`config.mk`:
```
export PLATFORM = sky130hd
export DESIGN_NAME = sample_store
export DESIGN_NICKNAME = d
export VERILOG_FILES = /design/src/rtl/sample_store.sv
export SDC_FILE = /design/constraint.sdc
export NUM_CORES = 1
export LEC_CHECK = 0
export ABC_AREA = 1
export ABC_CLOCK_PERIOD_IN_PS = 4000
export BUFFER_PORTS_ARGS = -buffer_cell sky130_fd_sc_hd__buf_2
export CORE_UTILIZATION = 45
export DETAILED_ROUTE_END_ITERATION = 12
export PLACE_DENSITY = 0.6
export SLEW_MARGIN = 20
export SYNTH_ARGS = -nofsm -noshare
export SYNTH_HDL_FRONTEND = slang
export SYNTH_SLANG_ARGS = --single-unit
```
`constraint.sdc`:
```
create_clock -name Clk -period 4 [get_ports Clk]
set_input_delay 1.2 -clock Clk [delete_from_list [all_inputs] [get_ports Clk]]
set_output_delay 1.2 -clock Clk [all_outputs]
set_load 0.005 [all_outputs]
```
`src/rtl/sample_store.sv`:
```
// sample_store: circular buffer of 32-bit time-series samples.
// The producer appends samples at wr_ptr. The iterator reads by logical index,
// where index 0 is the oldest retained sample. Read data is registered and
// arrives one cycle after the request.
//
// Optional build macro SAMPLE_STORE_NO_OVERWRITE_EN:
//   defined   - a write while full is discarded and wr_drop pulses on the next cycle
//   undefined - a write while full overwrites the oldest sample; wr_drop is tied 0
module sample_store #(
  parameter  int DEPTH = 16,
  localparam int AW    = $clog2(DEPTH)
) (
  input  logic          Clk,
  input  logic          Rst,
  input  logic          wr_en,
  input  logic [31:0]   wr_data,
  input  logic          clear,
  input  logic          rd_en,
  input  logic [31:0]   rd_index,
  output logic [31:0]   rd_value,
  output logic          rd_valid,
  output logic          rd_err,
  output logic [AW:0]   count,
  output logic          empty,
  output logic          full,
  output logic          wr_drop
);

  localparam logic [AW-1:0] PTR_ONE   = 1;
  localparam logic [AW:0]   CNT_ONE   = 1;
  localparam logic [AW:0]   CNT_DEPTH = DEPTH[AW:0];

  logic [31:0]   mem [DEPTH];
  logic [AW-1:0] wr_ptr;
  logic [AW-1:0] oldest;
  logic [AW-1:0] rd_addr;
  logic          rd_in_range;
  logic          wr_accept;

  assign empty = (count == '0);
  assign full  = (count == CNT_DEPTH);

  // The oldest slot sits count entries behind wr_ptr. When full, count[AW-1:0]
  // is zero, so oldest lands on wr_ptr without a special case.
  assign oldest  = wr_ptr - count[AW-1:0];
  assign rd_addr = oldest + rd_index[AW-1:0];

  // The range check uses every bit of rd_index, so a huge index whose low bits
  // alias a valid slot is still rejected.
  assign rd_in_range = (rd_index < 32'(count));

`ifdef SAMPLE_STORE_NO_OVERWRITE_EN
  assign wr_accept = wr_en && !clear && !full;

  // Flag a write that arrived while the window was full and was discarded.
  always_ff @(posedge Clk or negedge Rst) begin
    if (!Rst) begin
      wr_drop <= 1'b0;
    end else begin
      wr_drop <= wr_en && !clear && full;
    end
  end
`else
  assign wr_accept = wr_en && !clear;
  assign wr_drop   = 1'b0;
`endif

  // Sample storage. Writes use the pre-edge wr_ptr, and a read on the same edge
  // still sees the old contents.
  // NOTE: the memory array has no reset. Its contents are don't-care until
  // they are written, and omitting the reset lets it map onto RAM.
  always_ff @(posedge Clk) begin
    if (wr_accept) begin
      mem[wr_ptr] <= wr_data;
    end
  end

  // Write pointer and occupancy. clear takes priority over a write in the same cycle.
  // NOTE: state registers use non-blocking assignments only. This keeps
  // every same-edge read (for example the rd_addr lookup) on pre-edge values.
  always_ff @(posedge Clk or negedge Rst) begin
    if (!Rst) begin
      wr_ptr <= '0;
      count  <= '0;
    end else if (clear) begin
      wr_ptr <= '0;
      count  <= '0;
    end else if (wr_accept) begin
      wr_ptr <= wr_ptr + PTR_ONE;
      if (!full) begin
        count <= count + CNT_ONE;
      end
    end
  end

  // Registered read response with one-cycle latency. rd_value holds its
  // previous value on an error or when no read is requested.
  always_ff @(posedge Clk or negedge Rst) begin
    if (!Rst) begin
      rd_value <= '0;
      rd_valid <= 1'b0;
      rd_err   <= 1'b0;
    end else begin
      rd_valid <= rd_en && rd_in_range;
      rd_err   <= rd_en && !rd_in_range;
      if (rd_en && rd_in_range) begin
        rd_value <= mem[rd_addr];
      end
    end
  end

endmodule

```
Word level (Yosys, flattened, before mapping)
Memories as Yosys holds them, arrays and structs flattened. A register that Yosys moved wholly into a read port is not among the register bits.
Cells that the tools add are included.
{"block": "totals", "out_inout_bits": 42, "regBits": 11, "input_bits": 69, "romBits": 0, "mem_count": 1, "latchBits": 0, "ramBits": 512}
{"memory": "mem", "words": 16, "width": 32, "read_ports": 1, "rd_clocked_by_memory_dff": 1, "write_ports": 1, "line": "33", "rtl": "logic [31:0] mem [DEPTH];"}
{"block": "op_classes", "magnitude_cmp": 1, "n_reduce_logical": 9, "bitwise_logic": 0, "n_eq_ne": 2, "mul": 0, "addsub": 4, "muxes": 7, "n_div": 0, "n_shift": 0}
{"op": "less-than comparator 32 x 5 -> 1 bit", "count": 1}
{"op": "two-way mux 5 bit", "count": 3}
{"op": "two-way mux 4 bit", "count": 2}
{"op": "adder 5 x 1 -> 5 bit, second input constant", "count": 1}
{"op": "== test 5 bit, second input constant", "count": 1}
{"op": "zero test 5 bit", "count": 1}
{"op": "adder 4 x 1 -> 4 bit, second input constant", "count": 1}
{"op": "adder 4 bit", "count": 1}
{"op": "subtractor 4 bit", "count": 1}
{"op": "logical AND 1 bit", "count": 3}
{"op": "zero test 1 bit", "count": 3}
{"op": "two-way mux 1 bit", "count": 2}
{"op": "inequality test 2 bit, second input constant", "count": 1}
{"op": "AND reduction 2 bit", "count": 1}
{"op": "nonzero test 2 bit", "count": 1}

Logic depth before layout (Yosys ltp)
{"block": "logic_depth", "depth_word": 4, "ltp_mapped": 17}

Least setup slack after synthesis
Ideal clock, no wire load.
{"block": "synth_path", "path_kind": "input -> register", "from": "input port wr_en", "to": "memory mem[0][0] (enable)", "setup_ns": 0.421, "slack_ns": 0.598, "t_arrival_ns": 2.981, "stages": 4, "required_time_ns": 3.579, "n_path_buf": 0, "path_cell_list": "inv_1 > nor2_1 > nand2_1 > nor2_1"}
{"block": "synth_via", "elab_chain_len": 3}
{"element": "start: declaration", "line": "15", "rtl": "input logic wr_en,"}
{"element": "logical AND 1 bit", "line": "64", "rtl": "assign wr_accept = wr_en && !clear;"}
{"element": "two-way mux 1 bit", "line": "73", "rtl": "if (wr_accept) begin"}
{"element": "two-way mux 1 bit (not written as such)", "line": "74", "rtl": "mem[wr_ptr] <= wr_data;"}
{"element": "end: declaration", "line": "33"}
Every way passes these cells.

Worst setup path after layout
{"block": "layout_path", "from": "input port rd_index[1]", "to": "register rd_value[20] (read register of mem)"}
{"block": "layout_via", "elab_chain_len": 2}
{"element": "start: declaration", "line": "19", "rtl": "input logic [31:0] rd_index,"}
{"element": "less-than comparator 32 x 5 -> 1 bit", "line": "50", "rtl": "assign rd_in_range = (rd_index < 32'(count));"}
{"element": "logical AND 1 bit", "line": "106", "rtl": "if (rd_en && rd_in_range) begin"}
{"element": "end: declaration", "line": "20", "rtl": "output logic [31:0] rd_value,"}
Several ways; a longest one is shown, not always the timed one.
A chain may end at the register's enable or synchronous reset.

==> flow_summary_export.csv <==
group,metric,value,unit
clock_network,clock_latency,620,ps
placed_design,dp.final_hpwl,34.55,mm
sta,hold_viol_final,0,
placed_design,place_inst,3424,
drt,first_iter_violations,1392,
drt,drc,0,
clock_network,h-tree-depth,2,
sta,period_minus_slack,3333,ps
floorplanning,die_area,56800,um^2
grt,grt_antenna_before_repair,2,
clock_network,cts_made_buffers,57,
worst_setup_path,crit_start,"rd_index[1]",
sta,slew-limit-headroom,0.3286,
synth,synth-seq-area-share,0.6545,
drt,vias_per_cell,4.822,
synth,yosysUniqueCellTypes,28,
power_and_ir_drop,power_density,531.4,nW/um^2
power_and_ir_drop,design_power_total,15240,uW
cells_and_area,final_layout_size_suffix_gt1_frac,0.1020,
worst_setup_path,critPathLaunchType,"input pin",
cells_and_area,final_nets,2821,
floorplanning,die_w,238.3,um
synth,async_flop_share,0.07748,
sta,final.period_utilization,0.8333,
worst_setup_path,reg2reg_slack,900,ps
synth,synth_common_cells,"1063 x nand2_1, 540 x inv_1, 512 x edfxtp_1",
grt,grt_overflow_total,0,
drt,vias,17040,
synth,ys_top_cells_by_area,"edfxtp_1 61%, nand2_1 16%, inv_1 8.1%",
cells_and_area,syn2layout_area_growth,14.08,%
worst_setup_path,reg2reg_depth,13,
cells_and_area,nFillCells,4953,
sta,fin_skew,17.81,ps
floorplanning,coreArea,55090,um^2
floorplanning,ioPinCount,111,
grt,grt_pass1_vias,16500,
synth,ys_ff_latch,555,
floorplanning,fp-row-count,86,
drt,ant_nets,0,
clock_network,cts.clk_slew.worst_paths,60,ps
sta,finalMaxSlewViolations,0,
synth,synth.most_common_cell,"nand2_1",
hold_path,hp-start,"rd_value[11]",
job,drv_cap,0,
run_status,status,"completed",
worst_setup_path,critPathKind,"in -> reg",
worst_setup_path,arrival,3870,ps
cells_and_area,finalInstanceArea,28670,um^2
sta,tightest_slew,1007,ps
grt,grt_usage,0.2288,
power_and_ir_drop,leakagePower,0.01348,uW
worst_setup_path,r2r-start,"wr_ptr[1]",
drt,wl_per_cell,18.00,um
cells_and_area,fin_cells,3534,
sta,rsz0062_at_grt,"false",
sta,setup_tns,0,ps
clock_network,post_cts_buffers,0,
floorplanning,initial_core_util,0.4562,
synth,synth_top_area_share,0.6117,
placed_design,port_buffers,109,
worst_setup_path,r2r-end,"rd_value[20]",
synth,synth_edf_count,512,
synth,synth.net_count,2711,
hold_path,min_path_cells,2,
clock_network,cts_resized,0,
power_and_ir_drop,ir_drop,0.0004275,V
drt,dr.pass1.iters,5,
hold_path,min-delay-path-class,"reg -> reg",
clock_network,cts_root_buf,"clkbuf_16",
synth,synthFlopType,"edfxtp_1",
grt,grt_max_degree,115,
drt,totalWireLength,63.62,mm
synth,synth_cells,2625,
worst_setup_path,critPathRequiredTime,4540,ps
sta,fmax,300.0,MHz
placed_design,placed_area,26740,um^2
synth,synth_area,25130,um^2
worst_setup_path,path_max_fanout,19,
clock_network,cts_tree,"built",
clock_network,cts_buffer_depth,3,
grt,grt_first_pass_wirelength,97.69,mm
synth,synth_area_leader_cell,"edfxtp_1",
placed_design,gp_congestion,0.8128,
synth,yosysWarnings,0,
clock_network,hold_buffers,0,
hold_path,hold_path_end,"rd_value[11]",
clock_network,cts.sinks,555,
synth,syn_avg_cell_area,9.575,um^2
floorplanning,die_h,238.3,um
sta,finalSetupViolCount,0,
worst_setup_path,cp-end-kind,"register",
## layout make-up
| type | instances | area [um^2] | share of cell area |
|---|---|---|---|
| Sequential cell | 555 | 16450 | 0.5737 |
| Multi-Input combinational cell | 1416 | 6035 | 0.2105 |
| Inverter | 543 | 2046 | 0.07134 |
| Clock buffer | 75 | 1617 | 0.05638 |
| Timing Repair Buffer | 162 | 1269 | 0.04425 |
| Tap cell | 748 | 935.9 | 0.03264 |
| Clock inverter | 33 | 316.6 | 0.01104 |
| Antenna cell | 2 | 5.005 | 0.0001745 |
## critical path: stages
cell and delay (ps):
buf_2 100, inv_1 50, fa_1 530, inv_1 80, fa_4 970, buf_4 320, nand3_1 160, nand2_1 110
nand2_1 60, nand2_1 60, nand2_1 40, nand2_1 60, nand2_1 50, nand2_1 60
## state kept, by name (all words and copies together), names as in the netlist
name      flops
count         5
mem         512
rd_err        1
wr_ptr        4
rd_valid      1
rd_value     32
## through the flow
| step | utilization | worst slack (ps) | hold WS (ps) |
|---|---|---|---|
| 3_3_place_gp | 0.4853 | 30.25 | 456.3 |
| 4_1_cts | 0.5204 | 661.3 | 476.0 |
| 5_1_grt | 0.5204 | 518.1 | 499.2 |
| 3_5_place_dp | 0.4853 | 24.28 | 460.0 |
| 2_1_floorplan | - | 598.2 | 472.4 |
| 6_report | 0.5205 | 667.0 | 473.9 |
## worst max-delay path by stage
| stage | cells past startpoint | to | slack (ps) |
|---|---|---|---|
| 2_1_floorplan | 4 | mem[0][0] | 600 |
| 3_3_place_gp | 14 | rd_value[11] | 30 |
| 3_5_place_dp | 14 | rd_value[11] | 20 |
| 4_1_cts | 14 | rd_value[11] | 660 |
| 5_1_grt | 14 | rd_value[11] | 520 |
| 6_report | 14 | rd_value[20] | 670 |
## report_power, final
part           switching [uW]  internal [uW]  total [uW]  leakage (uW)
combinational            2290           1100        3380       0.00732
clock                    2240           3220        5460      0.000955
sequential               11.3           6380        6390       0.00521
total                    4540          10700       15200        0.0135
## layout by cell type, fill, tap and decap left out
cell type / instances
nand3_1: 267
fa_1: 2
nor2_4: 17
clkinvlp_4: 3
ha_1: 13
diode_2: 2
nor2_1: 24
nand4_1: 1
conb_1: 1
edfxtp_1: 512
and2_0: 1
nor3_1: 2
nand2_1: 1063
xnor2_2: 1
buf_2: 109
nand3_2: 1
clkbuf_8: 8
inv_2: 2
inv_4: 1
buf_12: 26
o31ai_1: 1
a21oi_1: 7
ha_4: 1
o21ai_0: 6
nand2_2: 4
inv_1: 539
buf_4: 27
clkinv_2: 15
clkbuf_1: 8
clkbuf_16: 59
clkinv_1: 8
nor4_1: 1
nor2_2: 1
inv_6: 2
bufinv_16: 6
dfrtp_1: 43
xor2_1: 1
fa_4: 1
## per-layer routing
metal | global-route usage | wire, um | vias up
met5 | 0 | 13 | -
met4 | 0.06857 | 1481 | 2
met3 | 0.02892 | 4054 | 101
met2 | 0.3851 | 30580 | 491
met1 | 0.3099 | 27500 | 8104
li1 | - | - | 8344
## cells by family after synthesis
family / after synthesis / share of synthesized area
adder cells (fa/ha/maj): 17 / 0.009359
buffers and inverters: 654 / 0.1113
other: 1 / 0.0001492
flip-flops: 555 / 0.6545
XOR/XNOR: 2 / 0.0006971
AND/OR/NAND/NOR: 1382 / 0.2211
AO/OA/AOI/OAI: 14 / 0.002887
(Power assumes the default switching activity.)
